==> src/rtl/gate_char_sequencer.sv <==
// Purpose: steps a 2-input gate through {x,y}=00..11, samples its output after a settle time and checks it against a latched truth table.
// Latency: done pulses 4*REPEAT*(SETTLE_CYCLES+2) cycles after the accepting edge; each vector takes APPLY + SETTLE_CYCLES + SAMPLE.
// Backpressure: none; start is only sampled in IDLE, so requests while busy are dropped. Optional macro GATE_CHAR_STUCK_DETECT_EN enables the stuck flag.
module gate_char_sequencer #(
  parameter int SETTLE_CYCLES = 2,
  parameter int REPEAT        = 1,
  parameter int CNT_W         = 8
) (
  input  logic             clk,
  input  logic             rst,
  input  logic             start,
  input  logic [3:0]       truth_table,
  output logic             dut_x,
  output logic             dut_y,
  input  logic             dut_out,
  output logic             busy,
  output logic             done,
  output logic             pass,
  output logic [CNT_W-1:0] err_count,
  output logic [3:0]       fail_vec,
  output logic             stuck
);

  localparam int SW = (SETTLE_CYCLES > 1) ? $clog2(SETTLE_CYCLES + 1) : 1;
  localparam int PW = (REPEAT > 1) ? $clog2(REPEAT) : 1;
  localparam logic [SW-1:0] SETTLE_LD = SW'(SETTLE_CYCLES);
  localparam logic [PW-1:0] LAST_PASS = PW'(REPEAT - 1);

  typedef enum logic [2:0] {
    S_IDLE,
    S_APPLY,
    S_SETTLE,
    S_SAMPLE,
    S_DONE
  } state_t;

  state_t           r_state;
  state_t           w_state_nxt;
  logic [3:0]       r_tt;
  logic [1:0]       r_idx;
  logic [PW-1:0]    r_pass_cnt;
  logic [SW-1:0]    r_settle;
  logic             r_dut_x;
  logic             r_dut_y;
  logic             r_pass;
  logic [CNT_W-1:0] r_err;
  logic [3:0]       r_fail;
  logic             w_busy;
  logic             w_done;
  logic             w_mismatch;
  logic             w_last_vec;
  logic             w_last_pass;
  logic [1:0]       w_idx_inc;
  logic [CNT_W-1:0] w_err_nxt;

  // X/Z on the gate output is treated as a wrong answer in simulation
  assign w_mismatch  = (r_state == S_SAMPLE) && (dut_out !== r_tt[r_idx]);
  assign w_last_vec  = (r_idx == 2'd3);
  assign w_last_pass = (r_pass_cnt == LAST_PASS);
  assign w_idx_inc   = r_idx + 2'd1;
  assign w_err_nxt   = (w_mismatch && !(&r_err)) ? r_err + CNT_W'(1) : r_err;

  // state register
  always_ff @(posedge clk) begin
    if (rst) r_state <= S_IDLE;
    else     r_state <= w_state_nxt;
  end

  // next-state and status decode
  always_comb begin
    w_state_nxt = r_state;
    w_busy      = 1'b1;
    w_done      = 1'b0;
    case (r_state)
      S_IDLE: begin
        w_busy = 1'b0;
        if (start) w_state_nxt = S_APPLY;
      end
      S_APPLY:  w_state_nxt = (SETTLE_CYCLES > 0) ? S_SETTLE : S_SAMPLE;
      S_SETTLE: if (r_settle == SW'(1)) w_state_nxt = S_SAMPLE;
      S_SAMPLE: w_state_nxt = (w_last_vec && w_last_pass) ? S_DONE : S_APPLY;
      S_DONE: begin
        w_done      = 1'b1;
        w_state_nxt = S_IDLE;
      end
      default:  w_state_nxt = S_IDLE;
    endcase
  end

  // run datapath: table latch, vector/pass counters, gate drive, result accumulation
  always_ff @(posedge clk) begin
    if (rst) begin
      r_tt       <= '0;
      r_idx      <= '0;
      r_pass_cnt <= '0;
      r_settle   <= '0;
      r_dut_x    <= 1'b0;
      r_dut_y    <= 1'b0;
      r_pass     <= 1'b0;
      r_err      <= '0;
      r_fail     <= '0;
    end else begin
      case (r_state)
        S_IDLE: begin
          if (start) begin
            r_tt       <= truth_table;
            r_err      <= '0;
            r_fail     <= '0;
            r_pass     <= 1'b0;
            r_idx      <= '0;
            r_pass_cnt <= '0;
            r_dut_x    <= 1'b0;
            r_dut_y    <= 1'b0;
          end
        end
        S_APPLY:  r_settle <= SETTLE_LD;
        S_SETTLE: r_settle <= r_settle - SW'(1);
        S_SAMPLE: begin
          r_err <= w_err_nxt;
          if (w_mismatch) r_fail[r_idx] <= 1'b1;
          // pass uses the post-sample count so it is valid in the same cycle as done
          if (w_last_vec && w_last_pass) begin
            r_pass <= (w_err_nxt == '0);
          end else begin
            // gate inputs only move here, i.e. on entry to APPLY
            r_idx   <= w_idx_inc;
            r_dut_x <= w_idx_inc[1];
            r_dut_y <= w_idx_inc[0];
            if (w_last_vec) r_pass_cnt <= r_pass_cnt + PW'(1);
          end
        end
        S_DONE: begin
          r_dut_x <= 1'b0;
          r_dut_y <= 1'b0;
        end
        default: ;
      endcase
    end
  end

`ifdef GATE_CHAR_STUCK_DETECT_EN
  logic r_ref;
  logic r_same;
  logic r_stuck;
  logic w_same_now;
  logic w_tt_mixed;

  assign w_same_now = r_same && (dut_out === r_ref);
  assign w_tt_mixed = (r_tt != 4'b0000) && (r_tt != 4'b1111);

  // a pass whose four samples all agree while the table expects both values means the output is stuck
  always_ff @(posedge clk) begin
    if (rst) begin
      r_ref   <= 1'b0;
      r_same  <= 1'b0;
      r_stuck <= 1'b0;
    end else if (r_state == S_IDLE) begin
      if (start) r_stuck <= 1'b0;
    end else if (r_state == S_SAMPLE) begin
      if (r_idx == 2'd0) begin
        r_ref  <= dut_out;
        r_same <= 1'b1;
      end else begin
        r_same <= w_same_now;
        if (w_last_vec && w_same_now && w_tt_mixed) r_stuck <= 1'b1;
      end
    end
  end

  assign stuck = r_stuck;
`else
  assign stuck = 1'b0;
`endif

  assign busy      = w_busy;
  assign done      = w_done;
  assign pass      = r_pass;
  assign err_count = r_err;
  assign fail_vec  = r_fail;
  assign dut_x     = r_dut_x;
  assign dut_y     = r_dut_y;

endmodule

==> config.mk <==
export PLATFORM = sky130hd
export DESIGN_NAME = gate_char_sequencer
export DESIGN_NICKNAME = d
export VERILOG_FILES = /design/src/rtl/gate_char_sequencer.sv
export SDC_FILE = /design/constraint.sdc
export NUM_CORES = 1
export LEC_CHECK = 0
export ABC_AREA = 1
export BUFFER_PORTS_ARGS = -buffer_cell sky130_fd_sc_hd__buf_2
export CELL_PAD_IN_SITES_DETAIL_PLACEMENT = 0
export CELL_PAD_IN_SITES_GLOBAL_PLACEMENT = 1
export CORE_UTILIZATION = 42
export DETAILED_ROUTE_END_ITERATION = 10
export PLACE_DENSITY = 0.91
export SETUP_SLACK_MARGIN = 0.3
export SLEW_MARGIN = 20
export SYNTH_ARGS = -nofsm -noshare
export SYNTH_HDL_FRONTEND = slang
export SYNTH_SLANG_ARGS = --single-unit
==> constraint.sdc <==
create_clock -name clk -period 4.3 [get_ports clk]
set_input_delay 0.215 -clock clk [delete_from_list [all_inputs] [get_ports clk]]
set_output_delay 0.215 -clock clk [all_outputs]
set_load 0.02 [all_outputs]
# ---- After elaboration in Yosys (flattened, before gate mapping)
# Cells that the tools add are included.
# Widths: inputs -> output; s select.
dict set report op_classes {
  n_reduce_logical 19
  shift 0
  n_div 0
  n_addsub 4
  n_lt_le_gt_ge 2
  n_mul 0
  mux 30
  bitwise_logic 2
  eq_ne 13
}
# cell n
set ops {}
lappend ops {{$mux 8} 2}
lappend ops {{$pmux 8 s2} 1}
lappend ops {{$pmux 3 s4} 1}
lappend ops {{$reduce_and 3->1} 4}
lappend ops {{$mux 1} 10}
lappend ops {{$ne 2x2->1 const B} 5}
lappend ops {{$mux 3} 3}
lappend ops {{$add 8x1->8 const B} 1}
lappend ops {{$logic_not 8->1} 1}
lappend ops {{$mux 4} 2}
lappend ops {{$pmux 2 s2} 2}
lappend ops {{$pmux 4 s2} 1}
lappend ops {{$reduce_and 8->1} 1}
lappend ops {{$eq 3x2->1 const B} 2}
lappend ops {{$pmux 1 s3} 2}
lappend ops {{$reduce_and 2->1} 3}
lappend ops {{$logic_and 1x1->1} 4}
lappend ops {{$mux 2} 2}
lappend ops {{$or 4x4->4} 1}
lappend ops {{$pmux 1 s2} 2}
lappend ops {{$reduce_and 4->1} 1}
lappend ops {{$reduce_bool 2->1} 2}
lappend ops {{$eq 3x1->1 const B} 1}
lappend ops {{$eq 3x3->1 const B} 1}
lappend ops {{other kinds (15)} 15}
dict set report word_totals {
  memories 0
  latch_bits 0
  regBits 27
  out_inout_bits 18
  in_bits 8
  ram_bits 0
  rom_bits 0
}

# ---- Longest topological paths before layout
dict set report logic_depth {
  ltp_word 9
  mapped_depth 13
}

# ---- Least setup slack after synthesis
# Ideal clock, no wire load.
dict set report synth_path {
  path_kind {flip-flop to flip-flop}
  from {reg r_err[0] (netlist: err_count[0])}
  to {reg r_pass (netlist: pass)}
  setup_ns 0.131
  path_buffers 0
  t_arrival_ns 1.608
  stages_incl_launch_ff 11
  path_slack_ns 2.561
  required_ns 4.169
  cell_sequence {dfxtp_1 -> ha_1 -> nand3_2 -> nor2_4 -> nand3_4 -> clkinv_1 -> nor2_2 -> o21ai_0 -> nor2_1 -> nand3_1 -> a21oi_2}
}
dict set report synth_between {
  elab_chain_len 7
  word_cells_on_any_way 8
  cone_classes {add/sub: 1; mux: 3; reduce/logical: 4}
}
# item line_no
set synth_lines {}
lappend synth_lines {{start, declared} 46} ;# logic [CNT_W-1:0] r_err;
lappend synth_lines {{start signal, assigned} 119} ;# r_err <= w_err_nxt;
lappend synth_lines {{parallel branches: the longest is 3 deep, another holds $add 8x1->8} -}
lappend synth_lines {{$mux 8 (*)} 61} ;# assign w_err_nxt = (w_mismatch && !(&r_err)) ? r_err + CNT_W'(1) : r_err;
lappend synth_lines {{$logic_not 8->1 (*)} 123} ;# r_pass <= (w_err_nxt == '0);
lappend synth_lines {{$mux 1 (*)} 122} ;# if (w_last_vec && w_last_pass) begin
lappend synth_lines {{$pmux 1 s2 (*)} 103} ;# case (r_state)
lappend synth_lines {{end signal, assigned} 123}
lappend synth_lines {{end, declared} 45} ;# logic r_pass;
# Every way passes the cells marked *. The select of a mux whose other input is x is not followed.
# A chain may end at the register's enable or synchronous reset.

# ---- Final worst setup path
dict set report layout_path {
  from {reg r_state[0]}
  to {reg r_pass (netlist: pass)}
}
dict set report layout_between {
  elab_chain_len 7
  word_cells_on_any_way 12
  cone_classes {eq/ne: 3; mux: 3; reduce/logical: 6}
}
# item line_no
set layout_lines {}
lappend layout_lines {{start, declared} 37} ;# state_t r_state;
lappend layout_lines {{start signal, assigned} 66} ;# else r_state <= w_state_nxt;
lappend layout_lines {{$eq 3x2->1} {57, 103}}
lappend layout_lines {{$logic_and 1x1->1} 57} ;# assign w_mismatch = (r_state == S_SAMPLE) && (dut_out !== r_tt[r_idx]);
lappend layout_lines {{$logic_and 1x1->1} 61}
lappend layout_lines {{$mux 8} 61}
lappend layout_lines {{$logic_not 8->1} 123}
lappend layout_lines {{$mux 1} 122}
lappend layout_lines {{$pmux 1 s2} 103}
# Parallel ways exist; a longest one is shown, timed or not. The select of a mux whose other input is x is not followed.

==> out/qor.tcl <==
set qor(number_of_design_rule_violations_left_after_detail_routing) 0
set qor(grt_usage_pct) 17.67
set qor(postCtsResizedCells) 0
set qor(initial_cell_density_of_the_core_pct) 44.37
set qor(globalRoute.totalOverflow) 0
set qor(area_delta_synth_final_pct) 12.06
set qor(ant_nets) 0
set qor(yosys-top-cells-area) {sky130_fd_sc_hd__dfxtp_1 (36%), sky130_fd_sc_hd__nand2_1 (11%), sky130_fd_sc_hd__inv_1 (6.0%)}
set qor(dieArea_mm2) 0.003824
set qor(ratio_of_routed_vias_to_standard_cells) 4.844
set qor(drive_above_1_share_pct) 22.61
set qor(cap_violations) 0
set qor(dp_hpwl_um) 2293
set qor(ir_drop_v) 0.0001948
set qor(power_density_mw_per_mm2) 347.5
set qor(synthesis.area_per_instance_um2) 7.301
set qor(die_w_um) 61.84
set qor(clock_skew_ns) 0.001397
set qor(synth_nets) 220
set qor(status) {finished clean}
set qor(worst-path-max-fanout) 17
set qor(die_height_um) 61.84
set qor(yosys_warnings) 0
set qor(finalWorstPathRequiredPeriod_ns) 1.933
set qor(tritoncts_clock_tree) {yes}
set qor(synth_area_mm2) 0.001504
set qor(drt-pass1-iter-count) 4
set qor(fin_crit_sh_pct) 44.95
set qor(report.final.slew_viol_count) 0
set qor(synth_area_leader_cell) {sky130_fd_sc_hd__dfxtp_1}
set qor(timing.setup.critical_path_class) {flip-flop to flip-flop}
set qor(report.final.setup_viol) 0
set qor(rsz0062_at_grt) {false}
set qor(yosysSeqAreaShare_pct) 35.94
set qor(yosys.area.top_type_share_pct) 35.94
set qor(finalHoldViolCount) 0
set qor(core_region_mm2) 0.003390
set qor(power.static_leakage_nw) 0.7117
set qor(ys_seq_elements) 27
set qor(postRouteWirelength_um) 2974
set qor(critPathArrivalTime_ns) 2.23
set qor(grt_max_degree) 18
set qor(timing.hold.worst.start) {truth_table[1]}
set qor(insertion_delay_ns) 0.34
set qor(terminating_pin_of_the_worst_hold_path) {r_tt[1]$_SDFFE_PP0P_}
set qor(max_freq_mhz) 517.4
set qor(antenna_found_initial) 0
set qor(antenna_cells) 0
set qor(numPortBuffers) 24
set qor(critical_path.n_buffers_inverters) 2
set qor(required_ns) 4.59
set qor(final.fill_count) 354
set qor(hold_depth) 3
set qor(critical_path.max_stage_delay_ns) 0.42
set qor(worst_path_dominant_cell_family) {simple AND/OR/NAND/NOR gates}
set qor(htree_levels) 1
set qor(floorplan.io_pins) 26
set qor(stdcell_area_mm2) 0.001685
set qor(setup_tns_ns) 0
set qor(worstRegToRegCells) 9
set qor(cts-hold-fix-buffers) 0
set qor(row_cnt) 21
set qor(setup.worst_path.start_class) {flip-flop}
set qor(post_synth_inst_count) 206
set qor(path_clk_slew_ns) 0.16
set qor(reg2reg_to) {pass$_SDFFE_PP0P_}
set qor(cp_slowest_cell) {sky130_fd_sc_hd__dfxtp_1}
set qor(clock_sinks) 27
set qor(ctsLongestPathBuffers) 2
set qor(postPlaceCellArea_mm2) 0.001655
set qor(wire_length_of_the_first_global_routing_pass_um) 5002
set qor(finalNetCount) 245
set qor(place_congestion) 0.7857
set qor(num_vias) 1337
set qor(worst_hold_path_type) {input port to flip-flop}
set qor(reg2reg_slack_ns) 2.37
set qor(post_cts_buffers) 0
set qor(crit_chain) {inv_2 > nor3_2 > buf_4 > nand3_2 > nor2_2 > o21ai_0 > nor2_1 > nand3_1 > a21oi_2}
set qor(clock_tree.root_cell) {sky130_fd_sc_hd__clkbuf_4}
set qor(detailedRoute.firstIterationViolations) 37
set qor(cts-buffers-inserted) 3
set qor(synthDistinctLibCells) 33
set qor(routedWlPerCell_um) 10.78
set qor(r2r-start) {r_state[0]$_SDFFE_PP0P_}
set qor(grt_pass1_vias) 1145
set qor(end_kind) {flip-flop}
[cells in the final DEF (no fill, tap or decap), types with 4 or more instances in the layout]
cell / synthesis / final
sky130_fd_sc_hd__ha_1: 6 / 6
sky130_fd_sc_hd__inv_2: 4 / 4
sky130_fd_sc_hd__inv_1: 24 / 24
sky130_fd_sc_hd__nand3_1: 14 / 14
sky130_fd_sc_hd__nor2_1: 19 / 19
sky130_fd_sc_hd__o21ai_0: 11 / 11
sky130_fd_sc_hd__buf_2: 1 / 24
sky130_fd_sc_hd__nand2_1: 44 / 44
sky130_fd_sc_hd__nand3_2: 4 / 4
sky130_fd_sc_hd__a21oi_1: 17 / 17
sky130_fd_sc_hd__dfxtp_1: 27 / 27
[cells in the mapped netlist (all sizes together)]
master / number
ha: 6
a31oi: 1
clkbuf: 3
conb: 1
xnor2: 3
inv: 28
dfxtp: 27
o21ai: 11
buf: 2
a311oi: 1
clkinv: 1
a2bb2oi: 1
nand4: 3
nor3: 3
xor2: 2
nand3: 20
nor2: 23
o211ai: 1
a211oi: 1
a21oi: 20
nand2: 48
[worst max-delay path by stage]
stage                                          from                end  slack [ns]  cells after the start
final                       r_state[0]$_SDFFE_PP0P_  pass$_SDFFE_PP0P_        2.37                      9
after global routing        r_state[0]$_SDFFE_PP0P_  pass$_SDFFE_PP0P_        2.17                      9
after CTS                   r_state[0]$_SDFFE_PP0P_  pass$_SDFFE_PP0P_        2.34                      9
after detailed placement    r_state[0]$_SDFFE_PP0P_  pass$_SDFFE_PP0P_        2.38                      9
after global placement      r_state[0]$_SDFFE_PP0P_  pass$_SDFFE_PP0P_        2.38                     10
after floorplan           err_count[0]$_SDFFE_PP0P_  pass$_SDFFE_PP0P_        2.56                     10
[report_power, final]
part	internal, mW	total (mW)	switching, mW
Combinational	0.0532	0.175	0.122
Clock	0.0357	0.120	0.0846
Sequential	0.275	0.291	0.0154
Total	0.364	0.586	0.222
[registers in the layout, indices dropped and copies added (netlist names)]
signal	count
dut_x	1
dut_y	1
err_count	8
fail_vec	4
pass	1
r_idx	2
r_pass_cnt	1
r_settle	2
r_state	3
r_tt	4
[kinds of logic (layout without fill, tap and decap cells)]
family / after synthesis / after routing / synth area share, %
compound gates: 36 / 36 / 14.14
buf+inv: 34 / 58 / 9.484
flops: 27 / 27 / 35.94
fa+ha+maj: 6 / 6 / 4.992
xor+xnor: 5 / 5 / 2.912
simple gates: 97 / 97 / 32.28
other cells: 1 / 1 / 0.2493
[per-stage QoR]
step	utilization [%]	instances	power [mW]	setup WS [ns]	hold WS, ns
final	49.72	276	0.5857	2.367	0.07997
after global routing	49.72	276	0.6308	2.166	0.08956
after CTS	49.72	276	0.5914	2.343	0.07491
after detailed placement	48.84	272	0.4719	2.382	0.4400
after global placement	48.84	272	0.4700	2.384	0.4375
after floorplan	-	206	0.4311	2.561	0.3499
[tightest hold or removal path: stages]
cell and delay [ns]:
sky130_fd_sc_hd__buf_2 0.07, sky130_fd_sc_hd__nor2_1 0.03, sky130_fd_sc_hd__nor2_1 0.08
[per-layer routing]
layer / GRT usage, % / share of wire (%) / vias to the layer above
met5: 0 / 0 / -
met4: 6.667 / 1.5 / 0
met3: 1.863 / 2.8 / 5
met2: 27.96 / 43 / 19
met1: 24.81 / 52 / 598
li1: - / - / 715
[cell type report]
class | count | area, um2 | share of cell area, %
multi-input cells | 145 | 820.8 | 48.70
flip-flops and latches | 27 | 540.5 | 32.07
repair buffers | 25 | 127.6 | 7.572
inverters | 29 | 108.9 | 6.459
well taps | 46 | 57.56 | 3.415
clock buffers | 3 | 22.52 | 1.336
clock inverters | 1 | 7.507 | 0.4454
Note: power is estimated with default switching activity, not from simulation.
